[config.mk]
export PLATFORM = sky130hd
export DESIGN_NAME = keypad_scanner
export DESIGN_NICKNAME = d
export VERILOG_FILES = /design/src/rtl/keypad_pkg.sv /design/src/rtl/keypad_sync.sv /design/src/rtl/keypad_scanner.sv
export SDC_FILE = /design/constraint.sdc
export NUM_CORES = 1
export LEC_CHECK = 0
export CORE_ASPECT_RATIO = 0.6
export CORE_UTILIZATION = 54
export CTS_CLUSTER_DIAMETER = 120
export DETAILED_ROUTE_END_ITERATION = 6
export GPL_ROUTABILITY_DRIVEN = 1
export PLACE_DENSITY_LB_ADDON = 0.08
export SLEW_MARGIN = 20
export SYNTH_ARGS = -nofsm -noshare
export SYNTH_HDL_FRONTEND = slang
export SYNTH_SLANG_ARGS = --single-unit
[constraint.sdc]
create_clock -name clk -period 3.1 [get_ports clk]
set_input_delay 0.62 -clock clk [delete_from_list [all_inputs] [get_ports clk]]
set_output_delay 0.62 -clock clk [all_outputs]
set_load 0.02 [all_outputs]
[src/rtl/keypad_pkg.sv]
// Shared types and key map for the 4x4 keypad front end.
package keypad_pkg;

    typedef enum logic [1:0] {
        SCAN,
        DEBOUNCE,
        HELD,
        RELEASE
    } state_t;

    localparam logic [3:0] KEY_ENTER1 = 4'd14;
    localparam logic [3:0] KEY_ENTER2 = 4'd15;

    // Row-major keypad legend; row 3 carries the two operand-select keys.
    function automatic logic [3:0] key_code(input logic [1:0] row, input logic [1:0] col);
        logic [3:0] code;
        case ({row, col})
            4'h0:    code = 4'd1;
            4'h1:    code = 4'd2;
            4'h2:    code = 4'd3;
            4'h3:    code = 4'd10;
            4'h4:    code = 4'd4;
            4'h5:    code = 4'd5;
            4'h6:    code = 4'd6;
            4'h7:    code = 4'd11;
            4'h8:    code = 4'd7;
            4'h9:    code = 4'd8;
            4'hA:    code = 4'd9;
            4'hB:    code = 4'd12;
            4'hC:    code = KEY_ENTER1;
            4'hD:    code = 4'd0;
            4'hE:    code = KEY_ENTER2;
            default: code = 4'd13;
        endcase
        return code;
    endfunction

endpackage

[src/rtl/keypad_sync.sv]
// Two-flop synchronizer for the asynchronous row lines; idles high like the pull-ups.
module keypad_sync (
    input  logic       clk,
    input  logic       rst,
    input  logic [3:0] raw,
    output logic [3:0] synced
);

    logic [3:0] meta_reg;
    logic [3:0] sync_reg;

    always_ff @(posedge clk) begin
        if (rst) begin
            meta_reg <= 4'b1111;
            sync_reg <= 4'b1111;
        end else begin
            meta_reg <= raw;
            sync_reg <= meta_reg;
        end
    end

    assign synced = sync_reg;

endmodule

[src/rtl/keypad_scanner.sv]
// Column-scanning 4x4 keypad reader with press/release debounce and key decode.
module keypad_scanner
    import keypad_pkg::*;
#(
    parameter int SCAN_DIV        = 1000,
    parameter int DEBOUNCE_CYCLES = 50000
) (
    input  logic        clk,
    input  logic        rst,
    input  logic [3:0]  row_in,
    output logic [3:0]  col_out,
    output logic [31:0] number,
    output logic [1:0]  pressed
);

    localparam int SCAN_W = $clog2(SCAN_DIV);
    localparam int DB_W   = $clog2(DEBOUNCE_CYCLES + 1);
    localparam logic [SCAN_W-1:0] SCAN_LAST = SCAN_W'(SCAN_DIV - 1);
    localparam logic [DB_W-1:0]   DB_MAX    = DB_W'(DEBOUNCE_CYCLES);

    logic [3:0] rs;

    keypad_sync u_sync (
        .clk    (clk),
        .rst    (rst),
        .raw    (row_in),
        .synced (rs)
    );

    state_t            state_reg, state_next;
    logic [1:0]        col_reg, col_next;
    logic [1:0]        row_reg, row_next;
    logic [SCAN_W-1:0] scan_cnt_reg, scan_cnt_next;
    logic [DB_W-1:0]   db_cnt_reg, db_cnt_next;
    logic [3:0]        number_reg, number_next;
    logic [1:0]        pressed_reg, pressed_next;

    logic [2:0] low_count;
    logic [1:0] low_row;
    logic [3:0] only_row;

    always_comb begin
        low_count = '0;
        low_row   = '0;
        for (int i = 0; i < 4; i++) begin
            if (!rs[i]) begin
                low_count = low_count + 3'd1;
                low_row   = 2'(i);
            end
        end
    end

    // The latched row alone low: anything else is bounce, release or a second key.
    assign only_row = ~(4'b0001 << row_reg);

    always_comb begin
        state_next    = state_reg;
        col_next      = col_reg;
        row_next      = row_reg;
        scan_cnt_next = scan_cnt_reg;
        db_cnt_next   = db_cnt_reg;
        number_next   = number_reg;
        pressed_next  = {1'b0, pressed_reg[0]};
        case (state_reg)
            SCAN: begin
                if (scan_cnt_reg == SCAN_LAST) begin
                    scan_cnt_next = '0;
                    if (low_count == 3'd1) begin
                        row_next    = low_row;
                        db_cnt_next = '0;
                        state_next  = DEBOUNCE;
                    end else begin
                        col_next = col_reg + 2'd1;
                    end
                end else begin
                    scan_cnt_next = scan_cnt_reg + SCAN_W'(1);
                end
            end
            DEBOUNCE: begin
                if (db_cnt_reg == DB_MAX) begin
                    number_next  = key_code(row_reg, col_reg);
                    pressed_next = 2'b11;
                    db_cnt_next  = '0;
                    state_next   = HELD;
                end else if (rs == only_row) begin
                    db_cnt_next = db_cnt_reg + DB_W'(1);
                end else begin
                    db_cnt_next   = '0;
                    scan_cnt_next = '0;
                    state_next    = SCAN;
                end
            end
            HELD: begin
                if (rs[row_reg]) begin
                    db_cnt_next = '0;
                    state_next  = RELEASE;
                end
            end
            RELEASE: begin
                if (db_cnt_reg == DB_MAX) begin
                    pressed_next  = 2'b00;
                    col_next      = col_reg + 2'd1;
                    scan_cnt_next = '0;
                    db_cnt_next   = '0;
                    state_next    = SCAN;
                end else if (rs[row_reg]) begin
                    db_cnt_next = db_cnt_reg + DB_W'(1);
                end else begin
                    db_cnt_next = '0;
                    state_next  = HELD;
                end
            end
            default: state_next = SCAN;
        endcase
    end

    always_ff @(posedge clk) begin
        if (rst) begin
            state_reg    <= SCAN;
            col_reg      <= '0;
            row_reg      <= '0;
            scan_cnt_reg <= '0;
            db_cnt_reg   <= '0;
            number_reg   <= '0;
            pressed_reg  <= '0;
        end else begin
            state_reg    <= state_next;
            col_reg      <= col_next;
            row_reg      <= row_next;
            scan_cnt_reg <= scan_cnt_next;
            db_cnt_reg   <= db_cnt_next;
            number_reg   <= number_next;
            pressed_reg  <= pressed_next;
        end
    end

    generate
        for (genvar gi = 0; gi < 4; gi++) begin : g_col
            assign col_out[gi] = (col_reg != 2'(gi));
        end
    endgenerate

    assign number  = 32'(number_reg);
    assign pressed = pressed_reg;

endmodule

# Word level (Yosys, flattened, before mapping)
# Memories as Yosys holds them, arrays and structs flattened. A register that Yosys moved wholly into a read port is not among the register bits.
# Index checks and enable logic that the tools add are counted.
# op_classes
add_sub_neg	6
order_cmp	1
n_eq_ne	20
shifts	1
muxes	37
n_bitwise	1
reduce_logical	12
# ops
operator	n
2-to-1 mux 16 bit	7
one-hot mux 16 bit (4 select lines)	1
2-to-1 mux 10 bit	4
one-hot mux 10 bit (3 select lines)	1
2-to-1 mux 2 bit	13
!= test 2 bit, second input constant	10
adder 16 x 1 -> 16 bit, second input constant	1
== test 16 bit, second input constant	1
adder 10 x 1 -> 10 bit, second input constant	1
== test 10 bit, second input constant	1
adder 3 x 1 -> 3 bit, second input constant	3
2-to-1 mux 3 bit	3
AND reduction 3 bit	3
one-hot mux 2 bit (2 select lines)	2
one-hot mux 2 bit (4 select lines)	1
AND reduction 4 bit	2
!= test 3 bit, second input constant	2
nonzero test 2 bit	3
AND reduction 5 bit	1
== test 2 bit, second input constant	2
== test 4 bit	1
2-to-1 mux 1 bit	4
inverter 4 bit	1
left shift 1 x 2 -> 4 bit, first input constant	1
other kinds (9)	9
# word_totals
register_bits	42
rom_bits	64
inputBits	6
output_inout_bits	38
word_cells	88
memories	1
# memory_table
memory	depth	width	rd	rd_clocked_by_memory_dff	wr	line_no	text
(name not given)	16	4	1	1	0	keypad_pkg.sv:17	case ({row, col})

# Depth between registers and ports, before layout
# logic_depth
depth_word	11
mapped_depth	12
mapped_depth_nobuf	11

# Hierarchy
# Synthesis repeated with hierarchy kept, for this count alone.
# hier_totals
hier_cells	326
hier_area_um2	2962.8
# modules_own_cells
module	instances	cells_each	area_per_inst_um2	seq_area_each_um2
keypad_scanner	1	310	2752.6	760.7
keypad_sync	1	16	210.2	160.2

# Worst setup path before layout
# OpenSTA, ideal clock, no wires.
# synth_timing
path_type	flip-flop to flip-flop
startpoint	register u_sync.sync_reg[0] (netlist: u_sync.synced[0])
endpoint	register db_cnt_reg[15]
setup_time_ns	0.115
t_arrival_ns	2.627
required_ns	2.985
slack_ns	0.359
path_stages_with_launch	12
n_path_buf	1
period_less_slack_ns	2.741
path_cell_list	dfxtp_1 inv_1 ha_1 xnor2_1 ha_1 nor2_1 or4b_1 a31oi_4 nor2_4 o21bai_2 buf_4 nor2_1
# synth_between
elab_chain_cells	10
word_cells_on_any_way	19
cone_classes	add/sub (3); eq/ne (4); mux (11); reduce/logical (1)
# synth_lines
item	line_no	text
start: declaration	keypad_sync.sv:10	logic [3:0] sync_reg;
start signal: assignment	keypad_sync.sv:18	sync_reg <= meta_reg;
2-to-1 mux 1 bit	keypad_scanner.sv:46	if (!rs[i]) begin
adder 3 x 1 -> 3 bit	keypad_scanner.sv:47	low_count = low_count + 3'd1;
2-to-1 mux 3 bit	keypad_scanner.sv:46	
adder 3 x 1 -> 3 bit	keypad_scanner.sv:47	
2-to-1 mux 3 bit	keypad_scanner.sv:46	
adder 3 x 1 -> 3 bit	keypad_scanner.sv:47	
2-to-1 mux 3 bit	keypad_scanner.sv:46	
== test 3 x 1 -> 1 bit	keypad_scanner.sv:68	if (low_count == 3'd1) begin
!= test 2 bit (no line)	-	
AND reduction 3 bit (no line)	-	
end signal: assignment	keypad_scanner.sv:131	db_cnt_reg <= db_cnt_next;
end: declaration	keypad_scanner.sv:34	logic [DB_W-1:0] db_cnt_reg, db_cnt_next;
# Several ways; a longest one is shown, not always the timed one. The select of a mux whose other input is x is not followed.
# A chain may end at the register's enable or synchronous reset.

# Worst setup path after layout
# layout_timing
startpoint	register u_sync.sync_reg[0] (netlist: u_sync.synced[0])
endpoint	register db_cnt_reg[12]
# Same word-level chain as after synthesis.

==> flow_summary_export.csv <==
group,metric,value,unit
run_status,status,"completed",
critical_path,rr_worst_depth,10,
floorplan,ioPinCount,44,
critical_path,required,3290,ps
power,p_per_area,357.4,mW/mm^2
clocking,clockRootBuffer,"clkbuf_8",
critical_path,critical_path.top_delay_family,"simple AND/OR/NAND/NOR gates",
floorplan,num_rows,19,
sta,tightest_slew,809.4,ps
synthesis,synth_area_leaders,"dfxtp_1, buf_4, ha_1",
clocking,clk_path_buf_depth,2,
route,routed_wl,5.476,mm
sta,fin_crit_sh,0.9450,
global_routing,antenna_found_initial,0,
sta,fin_ws,170.5,ps
critical_path,reg2reg_setup_slack,170,ps
synthesis,syn_inst,320,
sta,slew_headroom,0.4562,
sta,max_freq,0.3414,GHz
critical_path,cp-end-kind,"register",
route,ant_nets,0,
floorplan,fp.dieH,57.28,um
clocking,h-tree-depth,2,
finish,fillers,429,
critical_path,cp.depth,10,
placed_design,io_buffers,15,
route,dr.pass1.iters,7,
critical_path,max_stage_delay,540,ps
floorplan,die-area,0.005392,sq mm
synthesis,synthTopCellsByCount,"dfxtp_1, nor2_1, buf_4",
synthesis,synth_ff_type,"dfxtp_1",
finish,drive_gt1_frac,0.1121,
placed_design,dp_slack,101.5,ps
finish,layout.nets,356,
sta,setup_viol,0,
synthesis,syn_avg_cell_area,8.594,sq um
synthesis,yosysTopAreaCell,"dfxtp_1",
global_routing,grt-busiest-layer,"met1",
global_routing,grt_pass1_vias,1838,
critical_path,worstSetupPathType,"register to register",
global_routing,use_met1,0.3410,
synthesis,ys_ff_latch,46,
worst_hold_path,hold_path.class,"register to register",
floorplan,core_region_area,0.004731,sq mm
sta,rsz0062_at_grt,"false",
route,drtIter0Drc,108,
sta,setup_tns,0,ps
synthesis,ys_warn_count,0,
placed_design,dp_hpwl,4.082,mm
synthesis,syn-cell-area,0.002750,sq mm
synthesis,ys_types,56,
critical_path,rr_endpoint,"db_cnt_reg[12]",
synthesis,synth_top_area_share,0.3348,
critical_path,arrival,3120,ps
critical_path,worstPathMaxFanout,6,
critical_path,timing.rr.start,"u_sync.synced[0]",
synthesis,ys_async_sr_fraction,0,
sta,hold_viol_final,0,
sta,skew,3.185,ps
finish,largest_register_ffs,16,
global_routing,grt_max_degree,17,
route,drc_errors,0,
placed_design,place_congestion,0.8673,
sta,fin_crit,2930,ps
critical_path,cp.buffers_inverters,1,
finish,area_growth_syn_to_layout,8.553,%
synthesis,synth_edf_count,0,
sta,slew_violations,0,
global_routing,grt_pass1_wl,8.983,mm
clocking,cts_made_buffers,5,
global_routing,global_route.usage.met3,0.05600,
clocking,cts_tree,"done",
critical_path,cpMaxStageDelayCell,"or4b_1",
floorplan,start_util,0.5813,
route,via_per_inst,5.463,
finish,n_antenna_cell,0,
job,maxCapViolCount,0,
worst_hold_path,min_from,"u_sync.meta_reg[0]",
synthesis,synth.most_common_cell,"dfxtp_1",
clocking,clock_latency,300,ps
global_routing,met2_usage,0.2857,
route,drt-wirelength-per-cell,13.62,um
power,vdd_ir_drop_max,256.4,uV
worst_hold_path,min_delay_path_depth,1,
clocking,clkSlewWorstSetupHoldPaths,80,ps
global_routing,grt-ovfl-total,0,
route,vias,2196,
floorplan,die_w,94.13,um
clocking,cts_sinks,46,
power,leakage,1.144,nW
worst_hold_path,hold-path-endpoint,"u_sync.synced[0]",
global_routing,grt_usage,0.2171,
critical_path,cp-start-kind,"register",
synthesis,synth-seq-area-share,0.3348,
critical_path,worstPathCellList,"inv_1 -> ha_1 -> xnor2_1 -> ha_1 -> nor2_1 -> or4b_1 -> a31o_2 -> a211oi_1 -> xnor2_1 -> nor2_1",
cell usage in the layout, fill, tap and decap left out, drive strengths merged, types with 8 or more instances in the layout:
cell type	count
conb	28
nor2	31
nand3	9
xnor2	8
inv	13
or2	8
o21ai	14
ha	12
nand2	15
buf	8
xor2	9
nand4	10
a21oi	16
dfxtp	46
clkdlybuf4s50	15
mux2i	9
worst max path at each step:
stage                     start             end  slack, ps
2_1_floorplan  u_sync.synced[0]  db_cnt_reg[15]        360
3_3_place_gp   u_sync.synced[0]   db_cnt_reg[4]        240
3_5_place_dp   u_sync.synced[1]   db_cnt_reg[4]        100
4_1_cts        u_sync.synced[1]   db_cnt_reg[4]         80
5_1_grt        u_sync.synced[0]  db_cnt_reg[12]         20
6_report       u_sync.synced[0]  db_cnt_reg[12]        170
what timing repair did:
item                                    CTS  global route
resized for setup                         0             2
endpoints found under the setup margin    0            15
buffers inserted                          0             2
hold buffers                              0             0
endpoints found under the hold margin     0             0
cell type report:
class	count	area [sq um]	area share
clock buffer	6	82.58	0.02766
clock inverter	2	12.51	0.004191
inverter	13	48.80	0.01635
multi-input combinational	249	1630	0.5461
sequential	46	922.1	0.3089
tap	63	78.83	0.02640
timing repair buffer	23	210.2	0.07041
power by group:
part,total (W),internal [W],leakage [nW],switching (W)
registers,0.000607,0.000599,0.373,0.00000799
logic,0.0000803,0.0000244,0.725,0.0000559
clock network,0.000380,0.000179,0.0472,0.000201
worst register-to-register path: stages (launching register included):
cell and delay, ps:
dfxtp_1 430, inv_1 70, ha_1 370, xnor2_1 170, ha_1 290, nor2_1 130
or4b_1 540, a31o_2 320, a211oi_1 310, xnor2_1 150, nor2_1 50
layer usage:
layer / part of all wire / up-vias / wire (um)
li1: - / 1113 / -
met1: 0.54 / 1012 / 2940
met2: 0.39 / 66 / 2118
met3: 0.069 / 5 / 379
met4: 0.0069 / 0 / 38
met5: 0 / - / 0
metrics by stage:
stage | cell area (sq um) | total power, W | util | hold WS [ps] | std cells
floorplan | 2851 | 0.0007095 | - | 389.5 | 347
global placement | 2867 | 0.0006989 | 0.6059 | 397.5 | 392
detailed placement | 2867 | 0.0006999 | 0.6059 | 392.3 | 392
CTS | 2962 | 0.001074 | 0.6260 | 413.5 | 400
global route | 2985 | 0.001114 | 0.6311 | 424.5 | 402
finish | 2985 | 0.001067 | 0.6311 | 411.4 | 402
logic make-up (layout without fill, tap and decap cells):
group | Yosys count | after routing | synth area share
simple gates | 124 | 124 | 0.2584
compound gates | 58 | 58 | 0.1438
buf+inv | 52 | 44 | 0.1119
flops | 46 | 46 | 0.3348
xor+xnor | 17 | 17 | 0.05414
fa+ha+maj | 12 | 12 | 0.05459
mux | 10 | 10 | 0.04095
other cells | 1 | 28 | 0.001364
Power figures use the tool's default switching activity.
